--- src/rtl/cdb_arbiter_if.sv ---
// cdb_arbiter_if: bundles the three producer handshakes (ALU, LSU, BRU), the
// registered common-data-bus broadcast and the conflict counter.
//
// Signal summary:
//   <src>_valid   producer offers a result       (src = alu, lsu, bru)
//   <src>_value   32-bit result value
//   <src>_rob_id  destination reorder-buffer entry
//   <src>_ready   arbiter accepts the offer this cycle
//   cdb_valid     broadcast valid (registered)
//   cdb_value     broadcast value (registered)
//   cdb_rob_id    broadcast reorder-buffer id (registered)
//   conflict_cnt  saturating count of cycles with two or more holders busy
//
// Modports:
//   master  producers / CDB consumers (drive offers, observe ready and CDB)
//   slave   the arbiter itself
interface cdb_arbiter_if #(
  parameter int ROB_SIZE_BIT = 5,
  parameter int CNT_BIT      = 16
);

  logic                    alu_valid;
  logic [31:0]             alu_value;
  logic [ROB_SIZE_BIT-1:0] alu_rob_id;
  logic                    alu_ready;

  logic                    lsu_valid;
  logic [31:0]             lsu_value;
  logic [ROB_SIZE_BIT-1:0] lsu_rob_id;
  logic                    lsu_ready;

  logic                    bru_valid;
  logic [31:0]             bru_value;
  logic [ROB_SIZE_BIT-1:0] bru_rob_id;
  logic                    bru_ready;

  logic                    cdb_valid;
  logic [31:0]             cdb_value;
  logic [ROB_SIZE_BIT-1:0] cdb_rob_id;
  logic [CNT_BIT-1:0]      conflict_cnt;

  modport master (
    output alu_valid, alu_value, alu_rob_id,
    output lsu_valid, lsu_value, lsu_rob_id,
    output bru_valid, bru_value, bru_rob_id,
    input  alu_ready, lsu_ready, bru_ready,
    input  cdb_valid, cdb_value, cdb_rob_id, conflict_cnt
  );

  modport slave (
    input  alu_valid, alu_value, alu_rob_id,
    input  lsu_valid, lsu_value, lsu_rob_id,
    input  bru_valid, bru_value, bru_rob_id,
    output alu_ready, lsu_ready, bru_ready,
    output cdb_valid, cdb_value, cdb_rob_id, conflict_cnt
  );

endinterface

--- src/rtl/cdb_arbiter.sv ---
// cdb_arbiter: shares the single common-data-bus write-back path between the
// ALU reservation station (source 0), the load/store buffer (source 1) and the
// branch unit (source 2). Each source owns a one-entry holding register; a
// round-robin arbiter picks one busy holder per cycle and drives a registered
// broadcast towards the reorder buffer and the wake-up logic.
//
// Ports:
//   clk_in     system clock, all state changes on its rising edge
//   rst_in     synchronous active-high reset, highest priority
//   rdy_in     global enable; when low every register holds
//   rob_clear  reorder-buffer flush; drops offers and empties all holders
//   bus        cdb_arbiter_if.slave: producer handshakes, CDB broadcast and
//              the saturating conflict counter
module cdb_arbiter #(
  parameter int ROB_SIZE_BIT = 5,
  parameter int CNT_BIT      = 16
) (
  input  logic         clk_in,
  input  logic         rst_in,
  input  logic         rdy_in,
  input  logic         rob_clear,
  cdb_arbiter_if.slave bus
);

  localparam int NSRC = 3;

  logic [NSRC-1:0]         src_valid;
  logic [31:0]             src_value   [NSRC];
  logic [ROB_SIZE_BIT-1:0] src_rob_id  [NSRC];
  logic [NSRC-1:0]         src_ready;

  logic [NSRC-1:0]         hv;
  logic [31:0]             hold_value  [NSRC];
  logic [ROB_SIZE_BIT-1:0] hold_rob_id [NSRC];

  logic [1:0]              rr_ptr;
  logic [1:0]              scan_order  [NSRC];
  logic                    win_found;
  logic [1:0]              win_idx;
  logic [NSRC-1:0]         grant;

  logic                    enable;
  logic [1:0]              hv_count;

  logic                    cdb_valid_q;
  logic [31:0]             cdb_value_q;
  logic [ROB_SIZE_BIT-1:0] cdb_rob_id_q;
  logic [CNT_BIT-1:0]      conflict_q;

  // Gather the three producer ports into index-addressable arrays so the
  // holder and grant logic can be written once for all sources.
  always_comb begin
    src_valid     = {bus.bru_valid, bus.lsu_valid, bus.alu_valid};
    src_value[0]  = bus.alu_value;
    src_value[1]  = bus.lsu_value;
    src_value[2]  = bus.bru_value;
    src_rob_id[0] = bus.alu_rob_id;
    src_rob_id[1] = bus.lsu_rob_id;
    src_rob_id[2] = bus.bru_rob_id;
  end

  // The cycle does useful work only when enabled and not being flushed;
  // reset is folded in so ready stays low while rst_in is asserted.
  assign enable = rdy_in && !rob_clear && !rst_in;

  // Round-robin winner selection. It looks only at the registered holders,
  // never at the incoming valids, so a new offer cannot change this cycle's
  // grant and ready has no combinational path from valid.
  always_comb begin
    case (rr_ptr)
      2'd1: begin
        scan_order[0] = 2'd1;
        scan_order[1] = 2'd2;
        scan_order[2] = 2'd0;
      end
      2'd2: begin
        scan_order[0] = 2'd2;
        scan_order[1] = 2'd0;
        scan_order[2] = 2'd1;
      end
      default: begin
        scan_order[0] = 2'd0;
        scan_order[1] = 2'd1;
        scan_order[2] = 2'd2;
      end
    endcase
    win_found = 1'b0;
    win_idx   = 2'd0;
    for (int i = 0; i < NSRC; i++) begin
      if (!win_found && hv[scan_order[i]]) begin
        win_found = 1'b1;
        win_idx   = scan_order[i];
      end
    end
    grant = '0;
    for (int k = 0; k < NSRC; k++) begin
      grant[k] = win_found && (win_idx == 2'(k));
    end
  end

  // A holder can take a new result when it is empty or is being drained by
  // the grant this very cycle, which keeps an uncontested source streaming
  // at one result per cycle.
  assign src_ready = {NSRC{enable}} & (~hv | grant);

  assign hv_count = 2'(hv[0]) + 2'(hv[1]) + 2'(hv[2]);

  // Holding registers. An accept always wins over the drain of a granted
  // holder: the old content leaves on the CDB while the new one replaces it.
  // A flush empties every holder but leaves the stale data in place since
  // nothing reads it without the valid bit.
  always_ff @(posedge clk_in) begin
    if (rst_in) begin
      hv <= '0;
      for (int k = 0; k < NSRC; k++) begin
        hold_value[k]  <= '0;
        hold_rob_id[k] <= '0;
      end
    end else if (rdy_in) begin
      if (rob_clear) begin
        hv <= '0;
      end else begin
        for (int k = 0; k < NSRC; k++) begin
          if (src_valid[k] && src_ready[k]) begin
            hv[k]          <= 1'b1;
            hold_value[k]  <= src_value[k];
            hold_rob_id[k] <= src_rob_id[k];
          end else if (grant[k]) begin
            hv[k] <= 1'b0;
          end
        end
      end
    end
  end

  // Registered broadcast and round-robin pointer. The pointer moves past the
  // winner so the winner becomes the lowest priority next cycle. Without a
  // winner the value and id keep their last contents and only valid drops.
  always_ff @(posedge clk_in) begin
    if (rst_in) begin
      cdb_valid_q  <= 1'b0;
      cdb_value_q  <= '0;
      cdb_rob_id_q <= '0;
      rr_ptr       <= 2'd0;
    end else if (rdy_in) begin
      if (rob_clear) begin
        cdb_valid_q <= 1'b0;
        rr_ptr      <= 2'd0;
      end else if (win_found) begin
        cdb_valid_q  <= 1'b1;
        cdb_value_q  <= hold_value[win_idx];
        cdb_rob_id_q <= hold_rob_id[win_idx];
        rr_ptr       <= (win_idx == 2'd2) ? 2'd0 : win_idx + 2'd1;
      end else begin
        cdb_valid_q <= 1'b0;
      end
    end
  end

  // Contention statistic: counts enabled cycles in which at least two
  // holders are waiting. It saturates instead of wrapping and deliberately
  // survives a flush so it reflects the whole run since reset.
  always_ff @(posedge clk_in) begin
    if (rst_in) begin
      conflict_q <= '0;
    end else if (enable && (hv_count >= 2'd2) && (conflict_q != '1)) begin
      conflict_q <= conflict_q + CNT_BIT'(1);
    end
  end

  assign bus.alu_ready    = src_ready[0];
  assign bus.lsu_ready    = src_ready[1];
  assign bus.bru_ready    = src_ready[2];
  assign bus.cdb_valid    = cdb_valid_q;
  assign bus.cdb_value    = cdb_value_q;
  assign bus.cdb_rob_id   = cdb_rob_id_q;
  assign bus.conflict_cnt = conflict_q;

endmodule

--- src/flat_wrapper.sv ---
// flat-port wrapper written by rule: the top's interface ports become plain ports
module cdb_arbiter_flat 
#(
  parameter int ROB_SIZE_BIT = 5,
  parameter int CNT_BIT      = 16
)
  (clk_in, rst_in, rdy_in, rob_clear, bus_alu_valid, bus_alu_value, bus_alu_rob_id, bus_lsu_valid, bus_lsu_value, bus_lsu_rob_id, bus_bru_valid, bus_bru_value, bus_bru_rob_id, bus_alu_ready, bus_lsu_ready, bus_bru_ready, bus_cdb_valid, bus_cdb_value, bus_cdb_rob_id, bus_conflict_cnt);
  cdb_arbiter_if #(.ROB_SIZE_BIT(ROB_SIZE_BIT), .CNT_BIT(CNT_BIT)) bus_i ();
  input  logic clk_in;
  input  logic rst_in;
  input  logic rdy_in;
  input  logic rob_clear;
  input wire logic [$bits(bus_i.alu_valid)-1:0] bus_alu_valid;
  input wire logic [$bits(bus_i.alu_value)-1:0] bus_alu_value;
  input wire logic [$bits(bus_i.alu_rob_id)-1:0] bus_alu_rob_id;
  input wire logic [$bits(bus_i.lsu_valid)-1:0] bus_lsu_valid;
  input wire logic [$bits(bus_i.lsu_value)-1:0] bus_lsu_value;
  input wire logic [$bits(bus_i.lsu_rob_id)-1:0] bus_lsu_rob_id;
  input wire logic [$bits(bus_i.bru_valid)-1:0] bus_bru_valid;
  input wire logic [$bits(bus_i.bru_value)-1:0] bus_bru_value;
  input wire logic [$bits(bus_i.bru_rob_id)-1:0] bus_bru_rob_id;
  output wire logic [$bits(bus_i.alu_ready)-1:0] bus_alu_ready;
  output wire logic [$bits(bus_i.lsu_ready)-1:0] bus_lsu_ready;
  output wire logic [$bits(bus_i.bru_ready)-1:0] bus_bru_ready;
  output wire logic [$bits(bus_i.cdb_valid)-1:0] bus_cdb_valid;
  output wire logic [$bits(bus_i.cdb_value)-1:0] bus_cdb_value;
  output wire logic [$bits(bus_i.cdb_rob_id)-1:0] bus_cdb_rob_id;
  output wire logic [$bits(bus_i.conflict_cnt)-1:0] bus_conflict_cnt;
  assign bus_i.alu_valid = bus_alu_valid;
  assign bus_i.alu_value = bus_alu_value;
  assign bus_i.alu_rob_id = bus_alu_rob_id;
  assign bus_i.lsu_valid = bus_lsu_valid;
  assign bus_i.lsu_value = bus_lsu_value;
  assign bus_i.lsu_rob_id = bus_lsu_rob_id;
  assign bus_i.bru_valid = bus_bru_valid;
  assign bus_i.bru_value = bus_bru_value;
  assign bus_i.bru_rob_id = bus_bru_rob_id;
  assign bus_alu_ready = bus_i.alu_ready;
  assign bus_lsu_ready = bus_i.lsu_ready;
  assign bus_bru_ready = bus_i.bru_ready;
  assign bus_cdb_valid = bus_i.cdb_valid;
  assign bus_cdb_value = bus_i.cdb_value;
  assign bus_cdb_rob_id = bus_i.cdb_rob_id;
  assign bus_conflict_cnt = bus_i.conflict_cnt;
  cdb_arbiter #(.ROB_SIZE_BIT(ROB_SIZE_BIT), .CNT_BIT(CNT_BIT)) u_core (.clk_in(clk_in), .rst_in(rst_in), .rdy_in(rdy_in), .rob_clear(rob_clear), .bus(bus_i));
endmodule
--- config.mk ---
export PLATFORM = sky130hd
export DESIGN_NAME = cdb_arbiter_flat
export DESIGN_NICKNAME = d
export VERILOG_FILES = /design/src/rtl/cdb_arbiter_if.sv /design/src/rtl/cdb_arbiter.sv /design/src/flat_wrapper.sv
export SDC_FILE = /design/constraint.sdc
export NUM_CORES = 1
export LEC_CHECK = 0
export ABC_AREA = 1
export BUFFER_PORTS_ARGS = -buffer_cell sky130_fd_sc_hd__buf_2
export CORE_MARGIN = 5
export CORE_UTILIZATION = 58
export DETAILED_ROUTE_END_ITERATION = 10
export GPL_ROUTABILITY_DRIVEN = 0
export MAX_ROUTING_LAYER = met4
export PLACE_DENSITY = 0.91
export SYNTH_ARGS = -nofsm -noshare
export SYNTH_HDL_FRONTEND = slang
export SYNTH_SLANG_ARGS = --single-unit
export TNS_END_PERCENT = 30
--- constraint.sdc ---
create_clock -name clk_in -period 4.4 [get_ports clk_in]
set_clock_uncertainty 0.05 [all_clocks]
set_input_delay 0.22 -clock clk_in [delete_from_list [all_inputs] [get_ports clk_in]]
set_output_delay 0.22 -clock clk_in [all_outputs]
set_load 0.02 [all_outputs]
---- After elaboration in Yosys (flattened, before gate mapping) ----
Memory sizes are Yosys's and may differ from the RTL's. A register that Yosys moved wholly into a read port is not among the register bits.
Index checks and enable logic that the tools add are counted.
word-level totals
  memories kept ........................... 2
  input port bits ......................... 118
  logic and storage cells ................. 105
  output and inout port bits .............. 57
  memory bits (writable) .................. 111
  register bits ........................... 22
cells by class
  $add $sub $neg .......................... 4
  bitwise operators ....................... 10
  $lt $le $gt $ge ......................... 4
  mux-type cells .......................... 48
  reduce and logical (&&, ||, !) cells .... 26
  equal/unequal tests ..................... 5
memory list
  name                depth  bits a word  rd ports  clocked after memory_dff  wr ports  RTL line           source
  u_core.hold_value   3      32           1         1                         3         cdb_arbiter.sv:33  logic [31:0] hold_value [NSRC];
  u_core.hold_rob_id  3      5            1         1                         3         cdb_arbiter.sv:34  logic [ROB_SIZE_BIT-1:0] hold_rob_id [NSRC];
operators with widths
  kind                   number
  $mux 32                3
  $mux 1                 31
  $add 16x1->16 const B  1
  $ne 16x16->1 const B   1
  $mux 5                 3
  $logic_and 1x1->1      12
  $mux 2                 6
  $pmux 6 s2             1
  $lt 2x3->1 const B     3
  $reduce_bool 3->1      3
  $reduce_and 2->1       4
  $bmux 1 s2             3
  $or 1x1->1             6
  $eq 2x1->1 const B     2
  $eq 2x2->1 const B     2
  $logic_not 1->1        4
  $and 3x3->3            1
  $mux 3                 1
  $not 3->3              1
  $or 3x3->3             1
  $reduce_and 3->1       1
  $add 1x1->2            1
  $add 2x1->2            1
  $add 2x1->2 const B    1
  4 further kinds        4

---- Depth between registers and ports, before layout ----
  word-level depth ........................ 22
  mapped depth ............................ 17
  mapped depth without buffers ............ 15

---- Least setup slack after synthesis ----
Ideal clock, no wire load.
  path kind ............................... register -> register
  start ................................... register u_core.rr_ptr[0]
  end ..................................... memory u_core.hold_rob_id[0][0], enable pin
  arrival ................................. 2497 ps
  path buffers ............................ 0
  stages on the path, launching flop included .. 15
  data required time ...................... 3955 ps
  library setup time ...................... 395 ps
  slack ................................... 1458 ps
  path through ............................ dfxtp_1 > inv_1 > ha_1 > inv_1 > nand3_1 > nand2_1 > nand4_1 > nand2_2 > nor2_1 > nand2_1 > nand2_1 > nand2_1 > nor2_1 > inv_1 > nand2_1
RTL lines
  what                    RTL line            source
  from (decl)             cdb_arbiter.sv:36   logic [1:0] rr_ptr;
  from (signal assigned)  cdb_arbiter.sv:153  rr_ptr <= (win_idx == 2'd2) ? 2'd0 : win_idx + 2'd1;
  to (decl)               cdb_arbiter.sv:34

==> out/summary.txt <==
total power: 3.58 mW
worst-path maximum fanout: 46
Placed Cells: 1,127
Peak VDD IR: 0.373 mV
CP endpoint kind: flip-flop
diode count: 0
Syn-to-layout area delta: 20.8%
Setup TNS: 0 ns
width of the die: 124 um
Fmax: 0.291 GHz
hpwl dp: 12,300 um
Post-Syn Area: 7530 sq um
die area: 15,400 sq um
Mapped Cells: 811
Starting Density: 59.4%
clock share of power: 40.8%
Clk Latency, worst-skew pair: 0.44 ns
1st-pass router iterations: 6
Final WS setup: 0.961 ns
Worst-Margin Slew: 1.28 ns
via count: 6,268
detailed-route wire length per cell: 16.1 um
sequential share of power: 50.4%
commonest non-fill, non-tap cell in the layout: buf_2
Mapped Avg Cell Area: 9.29 sq um
final non-filler cell total: 1,159
#FFs+latches synth: 170
outcome: finished clean
Max Cap Viol: 0
reg-to-reg startpoint: u_core.rr_ptr[0]
Resized cells post-CTS: 0
IO buf count: 174
Hold Violations, Final: 0
I/O pin total: 175
vias in the first global route: 6,181
total core area: 12,700 sq um
syn nets: 934
GRT Overall Usage: 26.4%
CTS root buf: clkbuf_16
post-cts hold buffer count: 0
fin. max-slew vios: 0
Synth Warn #: 0
clock buffers created by TritonCTS: 17
PwrDens: 394 nW/um^2
post-synthesis sequential area ratio: 59.9%
initial DRC count: 679
Critical Path AT: 3.57 ns
WP data required: 4.53 ns
count of cell types in the netlist: 31
layout cells sized above 1: 23.3%
CTS sink count: 170
clk buf depth: 2
startpoint class of the critical path: flip-flop
clock slew at reported path FFs: 0.06 ns
row cnt: 41
largest net degree at the start of global routing: 51
Final #Nets: 1,097
headroom to the max-slew limit: 14.8%
RSZ-0062 raised after global routing: no
Crit Path Class: flip-flop to flip-flop
switching fraction of total power: 23.7%
Post-DRT Antenna Nets: 0
hold_sp: bus_bru_value[2]
CTS tree: done
final setup fails: 0
Post-CTS Setup Bufs: 0
wire length of the first global-routing pass: 29,800 um
initial antenna violation count: 0
Pint: 2.74 mW
Comb pwr share: 8.8%
fill count: 887
Hold Slack: 0.0277 ns
Static Leak: 4.33 nW
grt total ovfl: 0
Crit. Startpoint: u_core.rr_ptr[0]
number of vias per cell: 5.41
Final min period: 3.44 ns
commonest non-fill, non-tap cells in the layout: buf_2 (174), inv_1 (146), nor2_1 (128)
HP Class: input port to flip-flop
die height: 124 um
Post-Place Worst Slack: 0.988 ns
Sw Pwr: 0.848 mW
H-Tree Depth: 4
Tcrit/Tclk final: 78.2%
DRC: 0
DRT Wirelength: 18,700 um
==> power by group through the flow <==
stage	sequential, mW	combinational (mW)	clock (mW)
CTS	1.81	0.314	1.48
global placement	1.84	0.301	0
global route	1.81	0.351	1.54
finish	1.81	0.314	1.46
detailed placement	1.84	0.312	0
floorplan	1.85	0.172	0
==> flip-flops by register name (all words and copies together) (netlist names) <==
name,cells
u_core.bus.cdb_rob_id,5
u_core.bus.cdb_valid,1
u_core.bus.cdb_value,32
u_core.bus.conflict_cnt,16
u_core.hold_rob_id,15
u_core.hold_value,96
u_core.hv,3
u_core.rr_ptr,2
==> critical path, stage by stage, from the launching register on <==
cell     delay, ns
dfxtp_1       0.35
inv_1         0.07
ha_1          0.38
inv_1         0.08
nand2_1       0.06
nand2_1       0.06
a21oi_2       0.22
nand4_1       0.13
nand2_2       0.31
nor2_1        0.12
nand2_1       0.09
nand2_1       0.05
nand2_1       0.10
nor2_1        0.11
nor2_4        0.61
buf_12        0.30
nor2_1        0.08
==> per-stage QoR <==
stage          utilization [%]  area, sq um
2_1_floorplan                -         7530
4_1_cts                   71.8         9100
5_1_grt                   71.8         9100
3_5_place_dp              67.3         8520
3_3_place_gp              67.3         8520
6_report                  71.8         9100
==> per-layer routing <==
metal  wire [um]  track usage (%)
met5           0                -
met4         222             7.60
met3        1800             7.27
met2        9620             43.8
met1        7070             32.0
==> synthesized netlist by cell type (all sizes together) <==
master	instances	area (sq um)
a21boi	1	11.3
a21oi	93	469
a31oi	1	6.26
buf	21	163
clkbuf	22	83.8
dfxtp	59	1180
edfxtp	111	3330
ha	5	62.6
inv	148	556
nand2	50	193
nand3	13	70.1
nand4	8	50.1
nor2	129	487
nor3	14	70.1
nor3b	3	22.5
nor4	1	6.26
o21ai	90	450
o21bai	36	270
o311a	1	10.0
o31ai	1	7.51
or2	2	12.5
xor2	2	17.5
==> path summary, 6_finish.rpt <==
path | to | slack [ns] | cells past startpoint
worst max-delay path | u_core.hold_value[1][23] | 0.96 | 16
worst max register to register | u_core.hold_value[1][23] | 0.96 | 16
worst min register to register | u_core.bus.conflict_cnt[15] | 0.44 | 2
worst min-delay path | u_core.hold_value[2][2] | 0.03 | 3
==> final cells by class <==
class	count	area, sq um	share of cell area, %
clock buffers	19	433	4.76
clock inverters	13	143	1.57
inverters	148	556	6.11
multi-input cells	450	2240	24.7
flip-flops and latches	170	4510	49.6
well taps	172	215	2.37
repair buffers	187	993	10.9
==> logic make-up (layout without fill, tap and decap cells) <==
| kind of cell | after synthesis | count (layout) | share of synthesized area [%] |
|---|---|---|---|
| DFF | 170 | 170 | 59.9 |
| and+or+nand+nor | 220 | 220 | 12.1 |
| buffers and inverters | 191 | 367 | 10.6 |
| AOI/OAI and AO/OA | 223 | 223 | 16.3 |
| adders and majority gates | 5 | 5 | 0.831 |
| xor gates and xnor gates | 2 | 2 | 0.233 |
No activity file was read; power rests on OpenSTA's default activity.
